--- src/rtl/sb_msg_pkg.sv ---
// Sideband message definitions shared by the RX decoder and TX encoder.
// LTSM state codes, sub-states, opcodes, IDs and header field positions.
package sb_msg_pkg;

  localparam logic [3:0] ST_RESET         = 4'd0;
  localparam logic [3:0] ST_SBINIT        = 4'd2;
  localparam logic [3:0] ST_MBINIT        = 4'd3;
  localparam logic [3:0] ST_MBTRAIN       = 4'd4;
  localparam logic [3:0] ST_TRAINERROR_HS = 4'd7;
  localparam logic [3:0] ST_PHYRETRAIN    = 4'd10;

  localparam logic [3:0] SS_MBI_PARAM      = 4'd0;
  localparam logic [3:0] SS_MBI_CAL        = 4'd1;
  localparam logic [3:0] SS_MBI_REPAIRCLK  = 4'd2;
  localparam logic [3:0] SS_MBI_REPAIRVAL  = 4'd3;
  localparam logic [3:0] SS_MBI_REVERSALMB = 4'd4;
  localparam logic [3:0] SS_MBI_REPAIRMB   = 4'd5;

  localparam logic [3:0] SS_MBT_VALVREF     = 4'd0;
  localparam logic [3:0] SS_MBT_DATAVREF    = 4'd1;
  localparam logic [3:0] SS_MBT_SPEEDIDLE   = 4'd2;
  localparam logic [3:0] SS_MBT_TXSELFCAL   = 4'd3;
  localparam logic [3:0] SS_MBT_RXCLKCAL    = 4'd4;
  localparam logic [3:0] SS_MBT_VALTRAINCTR = 4'd5;
  localparam logic [3:0] SS_MBT_VALTRAINVREF= 4'd6;
  localparam logic [3:0] SS_MBT_DATATRAINC1 = 4'd7;
  localparam logic [3:0] SS_MBT_DATATRAINVR = 4'd8;
  localparam logic [3:0] SS_MBT_RXDESKEW    = 4'd9;
  localparam logic [3:0] SS_MBT_DATATRAINC2 = 4'd10;
  localparam logic [3:0] SS_MBT_LINKSPEED   = 4'd11;
  localparam logic [3:0] SS_MBT_REPAIR      = 4'd12;

  localparam logic [4:0] OP_MSG_NODATA = 5'b10010;
  localparam logic [4:0] OP_MSG_DATA   = 5'b11011;

  localparam logic [2:0] SRCID = 3'b010;
  localparam logic [2:0] DSTID = 3'b110;

  localparam logic [1:0] TEST_TX_PT = 2'd0;
  localparam logic [1:0] TEST_RX_PT = 2'd2;

  localparam logic [3:0] NIB_TEST     = 4'h8;
  localparam logic [3:0] NIB_SBINIT   = 4'h9;
  localparam logic [3:0] NIB_MBINIT   = 4'hA;
  localparam logic [3:0] NIB_MBTRAIN  = 4'hB;
  localparam logic [3:0] NIB_PHYRETR  = 4'hC;
  localparam logic [3:0] NIB_TRAINERR = 4'hE;

  localparam logic [3:0] LO_ONE  = 4'h1;
  localparam logic [3:0] LO_REQ  = 4'h5;
  localparam logic [3:0] LO_RESP = 4'hA;

  localparam int HDR_OPC_LSB  = 0;
  localparam int HDR_OPC_MSB  = 4;
  localparam int HDR_CODE_LSB = 14;
  localparam int HDR_CODE_MSB = 21;
  localparam int HDR_SRC_LSB  = 29;
  localparam int HDR_SRC_MSB  = 31;
  localparam int HDR_SUB_LSB  = 32;
  localparam int HDR_SUB_MSB  = 39;
  localparam int HDR_INFO_LSB = 40;
  localparam int HDR_INFO_MSB = 55;
  localparam int HDR_DST_LSB  = 56;
  localparam int HDR_DST_MSB  = 58;

  typedef logic [4:0][7:0] sc_list_t;

  typedef struct packed {
    logic [3:0] no;
    logic [2:0] info;
    logic [3:0] st;
  } sb_msg_t;

  function automatic sc_list_t pack5(
    input logic [7:0] a,
    input logic [7:0] b,
    input logic [7:0] c,
    input logic [7:0] d,
    input logic [7:0] e
  );
    pack5 = {e, d, c, b, a};
  endfunction

endpackage

--- src/rtl/sb_rx_subcode_lut.sv ---
// Subcode list lookup: returns the 1-based position k of a subcode
// in the list selected by the msg_code state nibble and sub-state.
module sb_rx_subcode_lut
  import sb_msg_pkg::*;
(
  input  logic [7:0] msg_code,
  input  logic [7:0] subcode,
  input  logic [3:0] sub_state,
  input  logic       test_en,
  input  logic [1:0] test,
  output logic       hit,
  output logic [2:0] k
);

  sc_list_t   lst;
  logic [2:0] len;

  always_comb begin
    lst = '0;
    len = 3'd0;
    case (msg_code[7:4])
      NIB_SBINIT: begin
        lst = pack5(8'h01, 8'h00, 8'h00, 8'h00, 8'h00);
        len = 3'd1;
      end
      NIB_MBINIT: begin
        case (sub_state)
          SS_MBI_PARAM: begin
            lst = pack5(8'h00, 8'h00, 8'h00, 8'h00, 8'h00);
            len = 3'd1;
          end
          SS_MBI_CAL: begin
            lst = pack5(8'h02, 8'h00, 8'h00, 8'h00, 8'h00);
            len = 3'd1;
          end
          SS_MBI_REPAIRCLK: begin
            lst = pack5(8'h03, 8'h04, 8'h08, 8'h00, 8'h00);
            len = 3'd3;
          end
          SS_MBI_REPAIRVAL: begin
            lst = pack5(8'h09, 8'h0A, 8'h0C, 8'h00, 8'h00);
            len = 3'd3;
          end
          SS_MBI_REVERSALMB: begin
            lst = pack5(8'h0D, 8'h0E, 8'h0F, 8'h10, 8'h00);
            len = 3'd4;
          end
          SS_MBI_REPAIRMB: begin
            lst = pack5(8'h11, 8'h13, 8'h14, 8'h00, 8'h00);
            len = 3'd3;
          end
          default: len = 3'd0;
        endcase
      end
      NIB_MBTRAIN: begin
        case (sub_state)
          SS_MBT_VALVREF: begin
            lst = pack5(8'h00, 8'h01, 8'h00, 8'h00, 8'h00);
            len = 3'd2;
          end
          SS_MBT_DATAVREF: begin
            lst = pack5(8'h02, 8'h03, 8'h00, 8'h00, 8'h00);
            len = 3'd2;
          end
          SS_MBT_SPEEDIDLE: begin
            lst = pack5(8'h04, 8'h00, 8'h00, 8'h00, 8'h00);
            len = 3'd1;
          end
          SS_MBT_TXSELFCAL: begin
            lst = pack5(8'h05, 8'h00, 8'h00, 8'h00, 8'h00);
            len = 3'd1;
          end
          SS_MBT_RXCLKCAL: begin
            lst = pack5(8'h06, 8'h07, 8'h00, 8'h00, 8'h00);
            len = 3'd2;
          end
          SS_MBT_VALTRAINCTR: begin
            lst = pack5(8'h08, 8'h09, 8'h00, 8'h00, 8'h00);
            len = 3'd2;
          end
          SS_MBT_VALTRAINVREF: begin
            lst = pack5(8'h0A, 8'h0B, 8'h00, 8'h00, 8'h00);
            len = 3'd2;
          end
          SS_MBT_DATATRAINC1: begin
            lst = pack5(8'h0C, 8'h0D, 8'h00, 8'h00, 8'h00);
            len = 3'd2;
          end
          SS_MBT_DATATRAINVR: begin
            lst = pack5(8'h0E, 8'h10, 8'h00, 8'h00, 8'h00);
            len = 3'd2;
          end
          SS_MBT_RXDESKEW: begin
            lst = pack5(8'h11, 8'h12, 8'h00, 8'h00, 8'h00);
            len = 3'd2;
          end
          SS_MBT_DATATRAINC2: begin
            lst = pack5(8'h13, 8'h14, 8'h00, 8'h00, 8'h00);
            len = 3'd2;
          end
          SS_MBT_LINKSPEED: begin
            lst = pack5(8'h15, 8'h16, 8'h17, 8'h18, 8'h19);
            len = 3'd5;
          end
          SS_MBT_REPAIR: begin
            lst = pack5(8'h1B, 8'h1C, 8'h1D, 8'h1E, 8'h00);
            len = 3'd4;
          end
          default: len = 3'd0;
        endcase
      end
      NIB_TRAINERR: begin
        lst = pack5(8'h00, 8'h00, 8'h00, 8'h00, 8'h00);
        len = 3'd1;
      end
      NIB_PHYRETR: begin
        lst = pack5(8'h01, 8'h00, 8'h00, 8'h00, 8'h00);
        len = 3'd1;
      end
      NIB_TEST: begin
        if (test_en && test == TEST_TX_PT) begin
          lst = pack5(8'h01, 8'h02, 8'h03, 8'h04, 8'h00);
          len = 3'd4;
        end else if (test_en && test == TEST_RX_PT) begin
          lst = pack5(8'h07, 8'h02, 8'h08, 8'h09, 8'h00);
          len = 3'd4;
        end
      end
      default: len = 3'd0;
    endcase
  end

  // Lists hold unique entries, so the first match is the only match.
  always_comb begin
    hit = 1'b0;
    k   = 3'd0;
    for (int i = 0; i < 5; i++) begin
      if (!hit && 3'(i) < len && subcode == lst[i]) begin
        hit = 1'b1;
        k   = 3'(i + 1);
      end
    end
  end

endmodule

--- src/rtl/sb_rx_header_decoder.sv ---
// Sideband RX header decoder: validates received headers, maps subcodes
// to LTSM {msg_no, msg_info} and pairs data headers with their beat.
module sb_rx_header_decoder #(
  parameter int CHECK_IDS = 1
) (
  input  logic        i_clk,
  input  logic        i_rst,
  input  logic [61:0] i_header,
  input  logic        i_header_valid,
  input  logic [63:0] i_data,
  input  logic        i_data_valid,
  input  logic [3:0]  i_state,
  input  logic [3:0]  i_sub_state,
  input  logic        i_rx_point_sweep_test_en,
  input  logic [1:0]  i_rx_point_sweep_test,
  output logic        o_msg_valid,
  output logic [3:0]  o_msg_no,
  output logic [2:0]  o_msg_info,
  output logic [3:0]  o_msg_state,
  output logic [63:0] o_data,
  output logic        o_data_present,
  output logic        o_decode_error,
  output logic        o_busy
);

  import sb_msg_pkg::*;

  localparam logic [0:0] S_IDLE = 1'b0;
  localparam logic [0:0] S_WAIT = 1'b1;

  logic [4:0]  opc;
  logic [7:0]  code;
  logic [7:0]  sub;
  logic [15:0] info;
  logic [2:0]  src;
  logic [2:0]  dst;
  logic [3:0]  hi;
  logic [3:0]  lo;

  assign opc  = i_header[HDR_OPC_MSB:HDR_OPC_LSB];
  assign code = i_header[HDR_CODE_MSB:HDR_CODE_LSB];
  assign src  = i_header[HDR_SRC_MSB:HDR_SRC_LSB];
  assign sub  = i_header[HDR_SUB_MSB:HDR_SUB_LSB];
  assign info = i_header[HDR_INFO_MSB:HDR_INFO_LSB];
  assign dst  = i_header[HDR_DST_MSB:HDR_DST_LSB];
  assign hi   = code[7:4];
  assign lo   = code[3:0];

  logic unused_hdr;
  assign unused_hdr = ^{i_header[61:59], i_header[28:22],
                        i_header[13:5], info[15:6], info[3]};

  logic       hit;
  logic [2:0] k;

  sb_rx_subcode_lut u_lut (
    .msg_code  (code),
    .subcode   (sub),
    .sub_state (i_sub_state),
    .test_en   (i_rx_point_sweep_test_en),
    .test      (i_rx_point_sweep_test),
    .hit       (hit),
    .k         (k)
  );

  logic    ids_ok;
  logic    op_nd;
  logic    op_d;
  logic    is_one;
  logic    is_req;
  logic    is_rsp;
  logic    nib_ok;
  logic    good;
  sb_msg_t dec;

  assign ids_ok = (CHECK_IDS == 0) ||
                  (src == SRCID && dst == DSTID);
  assign op_nd  = opc == OP_MSG_NODATA;
  assign op_d   = opc == OP_MSG_DATA;
  assign is_one = lo == LO_ONE && hi == NIB_SBINIT;
  assign is_req = lo == LO_REQ;
  assign is_rsp = lo == LO_RESP;
  assign good   = (op_nd | op_d) & ids_ok & nib_ok &
                  (is_one | ((is_req | is_rsp) & hit));

  always_comb begin
    dec    = '0;
    nib_ok = 1'b1;
    unique case (1'b1)
      hi == NIB_SBINIT:   dec.st = ST_SBINIT;
      hi == NIB_MBINIT:   dec.st = ST_MBINIT;
      hi == NIB_MBTRAIN:  dec.st = ST_MBTRAIN;
      hi == NIB_PHYRETR:  dec.st = ST_PHYRETRAIN;
      hi == NIB_TRAINERR: dec.st = ST_TRAINERROR_HS;
      hi == NIB_TEST: begin
        dec.st = i_state;
        nib_ok = i_rx_point_sweep_test_en;
      end
      default: nib_ok = 1'b0;
    endcase
    if (is_one)
      dec.no = 4'd3;
    else if (is_req)
      dec.no = {k, 1'b0} - 4'd1;
    else
      dec.no = {k, 1'b0};
    // TX-init point-test response carries its result in info[5:4]
    if (hi == NIB_TEST &&
        i_rx_point_sweep_test == TEST_TX_PT &&
        dec.no == 4'd6)
      dec.info = {1'b0, info[5:4]};
    else
      dec.info = info[2:0];
  end

  logic [0:0] state_q;
  sb_msg_t    pend_q;

  assign o_busy = state_q == S_WAIT;

  always_ff @(posedge i_clk or posedge i_rst) begin
    if (i_rst) begin
      state_q        <= S_IDLE;
      pend_q         <= '0;
      o_msg_valid    <= 1'b0;
      o_msg_no       <= '0;
      o_msg_info     <= '0;
      o_msg_state    <= '0;
      o_data         <= '0;
      o_data_present <= 1'b0;
      o_decode_error <= 1'b0;
    end else begin
      o_msg_valid    <= 1'b0;
      o_decode_error <= 1'b0;
      if (i_header_valid) begin
        // A header always wins; a pending data message is dropped.
        if (state_q == S_WAIT)
          o_decode_error <= 1'b1;
        if (!good) begin
          o_decode_error <= 1'b1;
          state_q        <= S_IDLE;
        end else if (op_d) begin
          pend_q  <= dec;
          state_q <= S_WAIT;
        end else begin
          o_msg_valid    <= 1'b1;
          o_msg_no       <= dec.no;
          o_msg_info     <= dec.info;
          o_msg_state    <= dec.st;
          o_data_present <= 1'b0;
          state_q        <= S_IDLE;
        end
      end else if (i_data_valid) begin
        if (state_q == S_WAIT) begin
          o_msg_valid    <= 1'b1;
          o_msg_no       <= pend_q.no;
          o_msg_info     <= pend_q.info;
          o_msg_state    <= pend_q.st;
          o_data         <= i_data;
          o_data_present <= 1'b1;
          state_q        <= S_IDLE;
        end else begin
          o_decode_error <= 1'b1;
        end
      end
    end
  end

endmodule

--- config.mk ---
export PLATFORM = sky130hd
export DESIGN_NAME = sb_rx_header_decoder
export DESIGN_NICKNAME = d
export VERILOG_FILES = /design/src/rtl/sb_msg_pkg.sv /design/src/rtl/sb_rx_subcode_lut.sv /design/src/rtl/sb_rx_header_decoder.sv
export SDC_FILE = /design/constraint.sdc
export NUM_CORES = 1
export LEC_CHECK = 0
export CORE_ASPECT_RATIO = 0.9
export CORE_MARGIN = 3
export CORE_UTILIZATION = 43
export DETAILED_ROUTE_END_ITERATION = 7
export PLACE_DENSITY = 0.84
export SYNTH_ARGS = -nofsm -noshare
export SYNTH_HDL_FRONTEND = slang
export SYNTH_SLANG_ARGS = --single-unit
--- constraint.sdc ---
create_clock -name i_clk -period 3.8 [get_ports i_clk]
set_input_delay 0.95 -clock i_clk [delete_from_list [all_inputs] [get_ports i_clk]]
set_output_delay 0.95 -clock i_clk [all_outputs]
set_load 0.02 [all_outputs]
== After elaboration in Yosys (flattened, before gate mapping) ==
Cells that the tools add are included.
Storage, ports and cells
  input port bits: 141
  register bits after elaboration: 90
  word-level logic and storage cells: 150
  output and inout bits: 79
Operators by class
  bitwise gates (word level): 8
  equality and inequality tests: 34
  add/sub/neg operators: 1
  reduce and logical (&&, ||, !) cells: 33
  order comparisons: 5
  mux-type cells: 58
Operators with widths (count)
  37-bit one-hot mux with 13 select lines: 1
  40-bit one-hot mux with 4 select lines: 1
  29-bit one-hot mux with 5 select lines: 1
  4-bit equality test, second input constant: 12
  4-bit 2-to-1 mux: 12
  8-bit equality test: 5
  40-bit 2-to-1 mux: 1
  3-bit 2-to-1 mux: 10
  28-bit 2-to-1 mux: 1
  4-bit by 3-bit equality test with 1-bit output, second input constant: 6
  1-bit 2-to-1 mux: 24
  3-bit one-hot mux with 4 select lines: 2
  4-bit one-hot mux with 6 select lines: 1
  1-bit logical AND: 15
  5-bit equality test, second input constant: 2
  3-bit one-hot mux with 3 select lines: 1
  9-bit OR reduction: 1
  4-bit by 1-bit equality test with 1-bit output, second input constant: 2
  4-bit by 2-bit equality test with 1-bit output, second input constant: 2
  1-bit by 3-bit less-than comparator with 1-bit output, first input constant: 2
  2-bit by 3-bit less-than comparator with 1-bit output, first input constant: 2
  3-bit AND reduction: 2
  2-bit OR reduction: 3
  3-bit OR reduction: 2
  other kinds (18): 28

== Longest topological paths before layout ==
  word-level depth: 33
  gate-level depth with buffers: 15
  depth with buffers taken out: 12

== Modules after synthesis ==
A second synthesis with hierarchy kept.
Unflattened totals
  cell total of the unflattened synthesis: 457
  area, all modules: 5087.4 µm²
Modules (own cells, without submodules)
  sb_rx_header_decoder: seq. area each 2252.2 µm², cells each 272, area each 3910.0 µm², instances 1
  sb_rx_subcode_lut: seq. area each 0.0 µm², cells each 185, area each 1177.4 µm², instances 1

== Least setup slack after synthesis ==
Ideal clock, no wire load.
  path kind: input to register
  start: in i_sub_state[0]
  end: reg pend_q[0] (netlist bit)
  stages on the path: 10
  arrival: 3388 ps
  path slack: 287 ps
  setup time: 125 ps
  required time: 3675 ps
  buffers on the path: 1
  cells stage by stage: or3b_4 -> nor3_4 -> xnor2_1 -> a211oi_1 -> or4b_1 -> o211a_1 -> o221ai_2 -> nor3b_4 -> buf_6 -> mux2_4
On the way
  longest elaborated chain between the ends: 27
  elaborated cells between the ends (all ways): 55
  classes of those cells: order compare (5); eq/ne (17); mux (11); bitwise (3); reduce/logical (19)
Ends and longest elaborated chain
  from (decl): RTL line sb_rx_header_decoder.sv:13  | input logic [3:0] i_sub_state,
  4-bit by 1-bit equality test with 1-bit output (tied with other cells): RTL line sb_rx_subcode_lut.sv:27, sb_rx_subcode_lut.sv:56
  9-bit OR reduction (no source line) (tied with other cells)
  3-bit one-hot mux with 4 select lines / 3-bit one-hot mux with 3 select lines (equally long branches): RTL line sb_rx_subcode_lut.sv:56, sb_rx_subcode_lut.sv:27
  3-bit one-hot mux with 4 select lines: RTL line sb_rx_subcode_lut.sv:21  | case (msg_code[7:4])
  1-bit by 3-bit less-than comparator with 1-bit output: RTL line sb_rx_subcode_lut.sv:138  | if (!hit && 3'(i) < len && subcode == lst[i]) begin
  1-bit logical AND: RTL line sb_rx_subcode_lut.sv:138
  1-bit 2-to-1 mux: RTL line sb_rx_subcode_lut.sv:138
  1-bit logical NOT: RTL line sb_rx_subcode_lut.sv:138
  [... 10 more ...]
  1-bit 2-to-1 mux: RTL line sb_rx_subcode_lut.sv:138
  1-bit logical NOT: RTL line sb_rx_subcode_lut.sv:138
  1-bit logical AND (2 in a row): RTL line sb_rx_subcode_lut.sv:138
  1-bit 2-to-1 mux (*): RTL line sb_rx_subcode_lut.sv:138
  1-bit AND (*): RTL line sb_rx_header_decoder.sv:84  | (is_one | ((is_req | is_rsp) & hit));
  1-bit OR (*): RTL line sb_rx_header_decoder.sv:84
  1-bit AND (*): RTL line sb_rx_header_decoder.sv:83  | assign good = (op_nd | op_d) & ids_ok & nib_ok &
  3-bit AND reduction (no source line) (*)
  to (signal assigned): RTL line sb_rx_header_decoder.sv:124  | pend_q <= '0;
  to (signal assigned): RTL line sb_rx_header_decoder.sv:143  | pend_q <= dec;
  to (decl): RTL line sb_rx_header_decoder.sv:117  | sb_msg_t pend_q;
Mark *: on every way between the ends. The rest lies on a longest branch, timed or not.
A chain may end at the register's enable or synchronous reset.

== Worst setup path after layout ==
  start: in i_sub_state[1]
  end: reg o_msg_no[2]
On the way
  longest elaborated chain between the ends: 29
  elaborated cells between the ends (all ways): 67
  classes of those cells: add/sub (1); order compare (5); eq/ne (18); mux (21); bitwise (3); reduce/logical (19)
Ends and longest elaborated chain
  4-bit by 1-bit equality test with 1-bit output (tied with other cells): RTL line sb_rx_subcode_lut.sv:27, sb_rx_subcode_lut.sv:56
  9-bit OR reduction (no source line) (tied with other cells)
  3-bit one-hot mux with 4 select lines / 3-bit one-hot mux with 3 select lines (equally long branches): RTL line sb_rx_subcode_lut.sv:56, sb_rx_subcode_lut.sv:27
  3-bit one-hot mux with 4 select lines: RTL line sb_rx_subcode_lut.sv:21
  1-bit by 3-bit less-than comparator with 1-bit output: RTL line sb_rx_subcode_lut.sv:138
  1-bit logical AND: RTL line sb_rx_subcode_lut.sv:138
  1-bit 2-to-1 mux: RTL line sb_rx_subcode_lut.sv:138
  1-bit logical NOT: RTL line sb_rx_subcode_lut.sv:138
  [... 12 more ...]
  1-bit logical AND (2 in a row): RTL line sb_rx_subcode_lut.sv:138
  3-bit 2-to-1 mux: RTL line sb_rx_subcode_lut.sv:138
  4-bit by 1-bit subtractor with 4-bit output: RTL line sb_rx_header_decoder.sv:104  | dec.no = {k, 1'b0} - 4'd1;
  4-bit 2-to-1 mux: RTL line sb_rx_header_decoder.sv:103  | else if (is_req)
  4-bit 2-to-1 mux: RTL line sb_rx_header_decoder.sv:101  | if (is_one)
  4-bit 2-to-1 mux: RTL line sb_rx_header_decoder.sv:142  | end else if (op_d) begin
  4-bit 2-to-1 mux: RTL line sb_rx_header_decoder.sv:139  | if (!good) begin
  4-bit 2-to-1 mux: RTL line sb_rx_header_decoder.sv:135  | if (i_header_valid) begin
  to (signal assigned): RTL line sb_rx_header_decoder.sv:147  | o_msg_no <= dec.no;
  to (signal assigned): RTL line sb_rx_header_decoder.sv:156  | o_msg_no <= pend_q.no;
  to (decl): RTL line sb_rx_header_decoder.sv:17  | output logic [3:0] o_msg_no,
Parallel ways exist; a longest one is shown, timed or not. The select of a mux whose other input is x is not followed.

==> run metrics <==
IO Count 220; H-tree depth 3; Nets 868; reg2reg start o_busy$_DFFE_PP0N_; number of global-route vias before repair 5126; critical path launch point type input pin; register area share after synthesis 0.439; Worst slew margin 0.486; Core Footprint around 12000 µm²; Residual DRC 0; pin count of the biggest net entering global routing 47; met1 Use GR 0.314; initial antenna violation count 0; Via-to-Cell Ratio ~5.5; max-cap violations 0; DP HPWL between 10 and 15 mm; Crit path depth 13; Synth Area in Adders 0.00439; number of buffers created by CTS 9; Hold WS around 500 ps; GP Congestion 0.908; Clock Sinks 90; number of synthesized register bits 90; sw frac 0.228; CP delay by family, top compound AO/OA/AOI/OAI gates; Async S/R FF share, synth 1.00; Static Leak roughly 3.8 nW; post-synthesis compound-gate area fraction 0.126; pre-CTS setup slack -573 ps; fill count 748; post-route worst setup slack 80.7 ps; placed inst area slightly below 8000 µm²; Mapped Area a little over 5000 µm²; fin crit period ~3700 ps; gr busiest metal met2; Clock Pin Slew Worst Setup and Hold Paths around 60 ps; crit-path max FO 6; reg2reg path depth 3; post-route cell area 8320 µm²; first-pass GRT wire length approximately 27 mm; ANT nets after route 0; clk_skew 6.67 ps; Area growth syn-to-layout 62.1%; die area between 10000 and 15000 µm²; Initial DRC Count about 370; Post-synth EDFFs 0; Crit. Startpoint i_sub_state[1]; Critical Path End o_msg_no[2]$_DFFE_PP0P_; sequential share of power 0.440; Req. time, crit path between 4000 and 5000 ps; Crit Path Category input pin to flip-flop; VDD IR-drop max ~0.28 mV; XOR/XNOR Fraction of Synth Area 0.0239; met3 Use GR 0.0741; PD cells 262 nW/µm²; overall fraction of global-route tracks in use 0.262; cell row count 37; TritonCTS clock tree done; WP buf/inv 2; main combinational cell family by area after synthesis multiplexers; Die Width between 100 and 150 µm; Clk Tree Root Cell clkbuf_16; WP data arrival between 3000 and 4000 ps; die boundary height 110 µm; Overall Power roughly 0.0022 W; Cell Chain, Critical Path dlygate4sd2_1 -> buf_4 -> or4b_4 -> a211oi_4 -> o21ai_1 -> a22oi_2 -> o211ai_1 -> o21a_1 -> nand2b_1 -> ha_1 -> o32ai_1 -> mux2_2 -> mux2_2; simple-gate share of the synthesized area 0.151; r2r endpoint o_msg_no[2]$_DFFE_PP0P_; Max Slew Vio Count 0; final WL approximately 18 mm; Slew @ Worst Pin 770 ps; Yosys cell types 76; setup violators final 0; switching power 0.000497 W; clock latency on the worst-skew pair between 300 and 400 ps; Min-Delay Path Class flip-flop to flip-flop; Worst setup EP type flip-flop; Worst path max stage delay roughly 550 ps; commonest non-fill, non-tap cell in the layout clkdlybuf4s50_1; status complete, no violations; via count just under 5000; share of layout cells above drive strength 1 0.351; largest buffer count on any clock path 2; Wirelength per Cell between 15 and 20 µm; final worst-path cycle share 0.979; Fin. Hold Viols 0; global route overflow 0; f_max approximately 270 MHz; CP max-delay cell or4b_4; Starting Density 0.445; DRT Pass-1 Iters 7; Post-synth top flop dfrtp_1; GR Layer Usage met2 0.460; gate count after technology mapping around 450; Hold Startpoint o_data_present$_DFFE_PP0P_; clock network power share 0.400; Warnings, synthesis 0; commonest cells after routing, fill and taps aside clkdlybuf4s50_1 (180), buf_4 (100), dfrtp_1 (90); Logic pwr share 0.160; I/O Buffers between 150 and 200; mux cell area share after synthesis 0.219; reg2reg setup slack ~1800 ps; Internal about 0.0017 W; Ant. Diodes 0; syn_area_per_cell 11.4 µm²; synthesized net count around 600; CP most frequent cell mux2_2
## per-layer routing
layer  routed length (µm)  vias to the layer above
li1                     -                     2229
met1                 6760                     2397
met2                 9200                      178
met3                 1270                       45
met4                  457                        0
met5                    0                        -
## worst reg2reg max path: stages (launching register included)
cell and delay (ps):
dfrtp_1 420, nand3_2 480, a21bo_2 580, mux2_2 390
## through the flow
stage / TNS, ps / cells / utilization
3_3_place_gp: -11340 / 854 / 0.677
6_report: 0 / 885 / 0.722
2_1_floorplan: 0 / 449 / -
3_5_place_dp: -11490 / 854 / 0.677
5_1_grt: -35.6 / 885 / 0.722
4_1_cts: 0 / 881 / 0.715
## registers in the layout, indices dropped and copies added, names as in the netlist
register,flops
o_decode_error,1
o_msg_valid,1
o_msg_state,4
o_busy,1
o_data_present,1
pend_q,11
o_data,64
o_msg_info,3
o_msg_no,4
## worst min-delay path by stage
| stage | endpoint | cells after the start |
|---|---|---|
| 6_report | o_data_present$_DFFE_PP0P_ | 1 |
| 5_1_grt | o_data[10]$_DFFE_PP0P_ | 1 |
| 4_1_cts | o_data_present$_DFFE_PP0P_ | 1 |
| 3_5_place_dp | o_data_present$_DFFE_PP0P_ | 1 |
| 3_3_place_gp | o_data_present$_DFFE_PP0P_ | 1 |
| 2_1_floorplan | pend_q[8]$_DFFE_PP0P_ | 1 |
## area by class of cell
| class | instances | area, µm² | share of cell area |
|---|---|---|---|
| multi-input cells | 319 | 2790 | 0.335 |
| repair buffers | 295 | 2760 | 0.331 |
| flip-flops and latches | 90 | 2250 | 0.271 |
| clock buffers | 12 | 246 | 0.0296 |
| well taps | 156 | 195 | 0.0235 |
| inverters | 11 | 42.5 | 0.00511 |
| clock inverters | 2 | 38.8 | 0.00466 |
## power groups by stage
stage	sequential [W]	clock (W)	combinational (W)
2_1_floorplan	0.000977	0	0.000124
3_3_place_gp	0.000977	0	0.000322
3_5_place_dp	0.000977	0	0.000332
4_1_cts	0.000959	0.000887	0.000340
5_1_grt	0.000958	0.000925	0.000374
6_report	0.000959	0.000870	0.000349
## Yosys cell counts (6+ instances only)
| cell | count | area, µm² |
|---|---|---|
| inv_1 | 10 | 37.5 |
| nand4_1 | 6 | 37.5 |
| dfrtp_1 | 90 | 2250 |
| mux2_2 | 86 | 968 |
| nor3_1 | 12 | 60.1 |
| nor2b_1 | 11 | 68.8 |
| xnor2_1 | 11 | 96.3 |
| a21oi_1 | 11 | 55.1 |
| mux2_4 | 9 | 135 |
| buf_2 | 7 | 35.0 |
| nand2_1 | 19 | 71.3 |
| nor2_1 | 9 | 33.8 |
| nand2b_1 | 8 | 50.1 |
| nand3_1 | 7 | 35.0 |
| nand3b_1 | 7 | 52.6 |
| a211oi_1 | 6 | 45.0 |
| clkbuf_1 | 12 | 45.0 |
| o21ai_0 | 11 | 55.1 |
## logic make-up (layout without fill, tap and decap cells)
logic type      count (synthesis)  in the layout
mux                            97             97
xor+xnor                       14             14
flops                          90             90
buf+inv                        41            320
compound gates                 85             85
simple gates                  120            121
fa+ha+maj                       2              2
## repair_timing
item / CTS / global route
hold buffers: 0 / 0
endpoints found under the setup margin: 22 / 21
resized for setup: 16 / 18
pin swaps: 9 / 10
buffers inserted: 11 / 4
gates cloned: 2 / 0
Note: power is estimated with default switching activity, not from simulation.
